File: src/rtl/m3_six_step_commutator.sv
// Six-step commutation generator for the M3 three-phase bridge: programmable
// step period (word x prescaler), run-time direction and per-phase dead-time.
module m3_six_step_commutator #(
    parameter int FREQ_W   = 10,
    parameter int PRE_DIV  = 16,
    parameter int DEAD_CYC = 8,
    parameter int DT_W     = 4
) (
    input  logic              clk,
    input  logic              nRst,
    input  logic              m3start,
    input  logic              m3dir,
    input  logic [FREQ_W-1:0] m3freq,
    output logic              aH,
    output logic              aL,
    output logic              bH,
    output logic              bL,
    output logic              cH,
    output logic              cL,
    output logic [2:0]        m3step,
    output logic              m3run,
    output logic              stepPulse
);
    localparam int PRE_W = (PRE_DIV > 1) ? $clog2(PRE_DIV) : 1;
    localparam logic [1:0] TGT_Z = 2'd0;
    localparam logic [1:0] TGT_H = 2'd1;
    localparam logic [1:0] TGT_L = 2'd2;

    typedef enum logic {IDLE, RUN} state_t;

    // Phase targets packed as {C, B, A}, two bits each.
    function automatic logic [5:0] step_targets(input logic [2:0] s);
        logic [5:0] t;
        t = {TGT_Z, TGT_Z, TGT_Z};
        case (s)
            3'd0: t = {TGT_Z, TGT_L, TGT_H};
            3'd1: t = {TGT_L, TGT_Z, TGT_H};
            3'd2: t = {TGT_L, TGT_H, TGT_Z};
            3'd3: t = {TGT_Z, TGT_H, TGT_L};
            3'd4: t = {TGT_H, TGT_Z, TGT_L};
            3'd5: t = {TGT_H, TGT_L, TGT_Z};
            default: t = {TGT_Z, TGT_Z, TGT_Z};
        endcase
        return t;
    endfunction

    state_t            state_reg, state_next;
    logic [2:0]        step_reg, step_next, step_adv;
    logic [FREQ_W-1:0] freq_reg, freq_next;
    logic [FREQ_W-1:0] per_reg, per_next;
    logic [PRE_W-1:0]  pre_reg, pre_next;
    logic              pulse_reg, pulse_next;
    logic [5:0]        tgt_reg, tgt_next;
    logic              tick;
    logic [2:0]        gate_h, gate_l;

    assign tick     = (pre_reg == PRE_W'(PRE_DIV - 1));
    assign step_adv = m3dir ? ((step_reg == 3'd0) ? 3'd5 : step_reg - 3'd1)
                            : ((step_reg == 3'd5) ? 3'd0 : step_reg + 3'd1);

    always_comb begin
        state_next = state_reg;
        step_next  = step_reg;
        freq_next  = freq_reg;
        per_next   = per_reg;
        pre_next   = pre_reg;
        pulse_next = 1'b0;
        tgt_next   = tgt_reg;
        case (state_reg)
            IDLE: begin
                tgt_next = '0;
                if (m3start) begin
                    state_next = RUN;
                    freq_next  = m3freq;
                    per_next   = '0;
                    pre_next   = '0;
                    tgt_next   = step_targets(step_reg);
                end
            end
            RUN: begin
                // Stop wins over a coinciding advance.
                if (!m3start) begin
                    state_next = IDLE;
                    step_next  = '0;
                    per_next   = '0;
                    pre_next   = '0;
                    tgt_next   = '0;
                end else begin
                    pre_next = tick ? '0 : pre_reg + PRE_W'(1);
                    if (tick) begin
                        if (freq_reg == '0) begin
                            freq_next = m3freq;
                        end else if (per_reg == freq_reg - FREQ_W'(1)) begin
                            step_next  = step_adv;
                            per_next   = '0;
                            freq_next  = m3freq;
                            pulse_next = 1'b1;
                            tgt_next   = step_targets(step_adv);
                        end else begin
                            per_next = per_reg + FREQ_W'(1);
                        end
                    end
                end
            end
            default: state_next = IDLE;
        endcase
    end

    always_ff @(posedge clk or negedge nRst) begin
        if (!nRst) begin
            state_reg <= IDLE;
            step_reg  <= '0;
            freq_reg  <= '0;
            per_reg   <= '0;
            pre_reg   <= '0;
            pulse_reg <= 1'b0;
            tgt_reg   <= '0;
        end else begin
            state_reg <= state_next;
            step_reg  <= step_next;
            freq_reg  <= freq_next;
            per_reg   <= per_next;
            pre_reg   <= pre_next;
            pulse_reg <= pulse_next;
            tgt_reg   <= tgt_next;
        end
    end

    // Per-phase interlock: any target change blanks both switches; a new
    // H/L target waits DEAD_CYC edges before its switch is driven.
    generate
        for (genvar gi = 0; gi < 3; gi++) begin : g_phase
            logic [DT_W-1:0] dt_reg;
            logic            h_reg, l_reg;
            logic [1:0]      tgt_cur, tgt_new;

            assign tgt_cur = tgt_reg[2*gi +: 2];
            assign tgt_new = tgt_next[2*gi +: 2];

            always_ff @(posedge clk or negedge nRst) begin
                if (!nRst) begin
                    dt_reg <= '0;
                    h_reg  <= 1'b0;
                    l_reg  <= 1'b0;
                end else if (tgt_new != tgt_cur) begin
                    h_reg  <= 1'b0;
                    l_reg  <= 1'b0;
                    dt_reg <= (tgt_new == TGT_Z) ? '0 : DT_W'(DEAD_CYC - 1);
                end else if (dt_reg != '0) begin
                    h_reg  <= 1'b0;
                    l_reg  <= 1'b0;
                    dt_reg <= dt_reg - DT_W'(1);
                end else begin
                    h_reg <= (tgt_cur == TGT_H);
                    l_reg <= (tgt_cur == TGT_L);
                end
            end

            assign gate_h[gi] = h_reg;
            assign gate_l[gi] = l_reg;
        end
    endgenerate

    assign aH        = gate_h[0];
    assign aL        = gate_l[0];
    assign bH        = gate_h[1];
    assign bL        = gate_l[1];
    assign cH        = gate_h[2];
    assign cL        = gate_l[2];
    assign m3step    = step_reg;
    assign m3run     = (state_reg == RUN);
    assign stepPulse = pulse_reg;
endmodule

File: config.mk
export PLATFORM = sky130hd
export DESIGN_NAME = m3_six_step_commutator
export DESIGN_NICKNAME = d
export VERILOG_FILES = /design/src/rtl/m3_six_step_commutator.sv
export SDC_FILE = /design/constraint.sdc
export NUM_CORES = 1
export LEC_CHECK = 0
export ABC_CLOCK_PERIOD_IN_PS = 8750
export BUFFER_PORTS_ARGS = -buffer_cell sky130_fd_sc_hd__buf_4
export CELL_PAD_IN_SITES_DETAIL_PLACEMENT = 0
export CELL_PAD_IN_SITES_GLOBAL_PLACEMENT = 1
export CORE_MARGIN = 2
export CORE_UTILIZATION = 45
export DETAILED_ROUTE_END_ITERATION = 7
export GPL_ROUTABILITY_DRIVEN = 1
export MAX_ROUTING_LAYER = met4
export PLACE_DENSITY_LB_ADDON = 0.1
export SLEW_MARGIN = 20
export SYNTH_ARGS = -nofsm -noshare
export SYNTH_HDL_FRONTEND = slang
export SYNTH_SLANG_ARGS = --single-unit
File: constraint.sdc
create_clock -name clk -period 8.75 [get_ports clk]
set_input_delay 1.75 -clock clk [delete_from_list [all_inputs] [get_ports clk]]
set_output_delay 1.75 -clock clk [all_outputs]
set_load 0.005 [all_outputs]
==> results.toml <==
[route]
drcViolationCount = 0
firstDrtPassIters = 4
drt-initial-drc-count = 96
vias = 2741
wl_per_cell_um = 14.7
drt-vias-per-instance = 5.57
drt_wl_total_mm = 7.25
ant_nets = 0

[worst_setup_path]
worstSetupPathType = "in -> reg"
rr_endpoint = "aL"
rrSetupSlack_ns = 5.50
cpPeakStageDelay_ns = 0.35
path_cells = "buf_4 > nor2b_1 > nand2b_1 > a31oi_1 > mux2i_1 > a311o_1 > a21o_1 > nand2b_1 > nor3b_1"
r2r_start = "m3step[0]"
cp.required_ns = 8.97
reg2reg_depth = 10
worstSetupEndpoint = "aL"
crit_path_end_kind = "flip-flop"
arrival_ns = 3.78
cp-startpoint = "m3dir"
slowest_stage = "nor2b_1"
cpMostUsedCell = "nand2b_1"
cp_max_fo = 15
start_kind = "input port"

[global_route]
grt_max_degree = 54
antenna_found_initial = 0
grt-ovfl-total = 0
track_usage_pct = 18.5
grt_first_pass_wirelength_mm = 12.5
first_global_vias = 2532

[job]
cap_violations = 0

[synth]
syn_nets = 394
synth_edf_count = 0
synth.distinct_cells = 62
synthArstFlopShare_pct = 100
synth_area_leaders = "dfrtp_1, mux2_4, xnor2_1"
ys_warn_count = 0
syn_area_um2 = 3470
synth-seq-cells = 53
ys.flop_type = "dfrtp_1"
yosysSeqAreaShare_pct = 38.2
synth_top_area_cell = "dfrtp_1"
syn_area_per_cell_um2 = 9.38
synth_top_area_share_pct = 38.2
syn_inst = 370

[floorplanning]
die-area_um2 = 8430
floorplan.initialDensity_pct = 45.6
pin_count = 25
die_h_um = 91.8
die_x_um = 91.8
fp.coreArea_um2 = 7610
num_rows = 32

[power]
power_switching_mw = 0.266
internal_power_mw = 0.467
ir_worst_vdd_mv = 0.0964
power_frac_seq_pct = 44.4
switching_share_pct = 36.3
total_power_mw = 0.733
powerDensity_nw_per_um2 = 192
combPwrFrac_pct = 36.9
leakage_nw = 1.65
pwr-share-clk_pct = 18.7

[place]
routabilityCongestion = 0.810
placed_area_um2 = 3730
dpl.hpwl_mm = 5.37
portBuffers = 24
dp_slack_ns = 4.90

[sta]
max_freq_ghz = 0.281
drv_slew = 0
fin_crit_ns = 3.56
slew_headroom_pct = 52.3
setup_viol = 0
setup-tns-final_ns = 0
hold_violations = 0
finalCritPeriodShare_pct = 40.6
setup_slack_ns = 5.19
worstMarginPinSlew_ns = 0.713
fin_hold_ws_ns = 0.509
rsz0062_at_grt = "false"
finClkSkew_ns = 0.0106

[clock_tree]
postCtsSetupBuffers = 0
numCtsBuffers = 5
hold_buffers = 0
clk_pin_slew_worst_paths_ns = 0.10
cts_tree = "built"
h-tree-depth = 2
cts_buffer_depth = 2
insertion_delay_ns = 0.31
cts.sinks = 53
post_cts_resized = 0
cts_root_buf = "clkbuf_8"

[layout]
most-common-layout-cells = "dfrtp_1, buf_4, nand2_1"
diodes = 0
drive_gt1_share_pct = 15.1
finalInstanceArea_um2 = 3820
nNetsFinal = 413
synthToLayoutAreaGrowth_pct = 9.99
largest_register_ffs = 12
final_common_cell = "dfrtp_1"

[hold_path]
hp-class = "reg -> reg"

[run_status]
outcome = "complete, no violations"
[power groups by stage]
| stage | Clock, mW | Combinational (mW) | Sequential, mW |
|---|---|---|---|
| after floorplan | 0 | 0.222 | 0.315 |
| after global placement | 0 | 0.268 | 0.329 |
| after detailed placement | 0 | 0.273 | 0.329 |
| after CTS | 0.146 | 0.275 | 0.325 |
| after global routing | 0.154 | 0.307 | 0.333 |
| final | 0.137 | 0.271 | 0.325 |
[cell usage after synthesis (all sizes together) (6+ instances only)]
master  count
dfrtp      53
o21ai      28
nand2      24
inv        21
nor2       21
xnor2      18
a21oi      17
nor3       16
xor2       15
nand3      11
nor3b      11
clkbuf     10
ha         10
mux2       10
o31ai      10
and3        7
o22ai       7
a22o        6
nand2b      6
or2         6
or3         6
[routing by layer]
layer  share of wire, %  track usage (%)  routed length, µm  vias up
met5                  0                -                  0        -
met4                1.0             4.35                 76        0
li1                   -                -                  -     1377
met3                2.5             2.55                184        8
met1                 51             26.7               3690     1304
met2                 46             27.9               3300       52
[cell families (layout without fill, tap and decap cells)]
kind of cell	Yosys count	after routing	share of synthesized area (%)
AND/OR/NAND/NOR	136	136	22.2
flip-flops	53	53	38.2
adder cells (fa/ha/maj)	10	10	3.60
XOR/XNOR	33	33	8.76
multiplexers	13	13	5.19
buffers and inverters	34	54	3.79
AO/OA/AOI/OAI	91	91	18.2
[worst max-delay path, delay by kind of cell]
kind                   cells  cell delay, ns
and+or+nand+nor            4            0.88
AOI/OAI and AO/OA          3            0.87
buffers and inverters      1            0.17
muxes                      1            0.12
[layout make-up]
class	instances	area (µm²)
clock buffers	7	76.3
clock inverters	1	7.51
fillers	728	3790
inverters	21	78.8
multi-input cells	283	2010
flip-flops and latches	53	1330
well taps	102	128
repair buffers	25	188
[worst min-delay path by stage]
stage	from	end	slack [ns]	cells past startpoint
final	tgt_reg[5]	cH	0.51	1
after global routing	tgt_reg[5]	cH	0.54	1
after floorplan	tgt_reg[5]	cH	0.47	1
after detailed placement	tgt_reg[5]	cH	0.51	1
after global placement	tgt_reg[5]	cH	0.51	1
after CTS	tgt_reg[5]	cH	0.52	1
[stage by stage]
step	std cells	util (%)
after CTS	492	50.2
after global routing	492	50.2
final	492	50.2
after global placement	484	49.1
after detailed placement	484	49.1
after floorplan	370	-
Power figures use the tool's default switching activity.
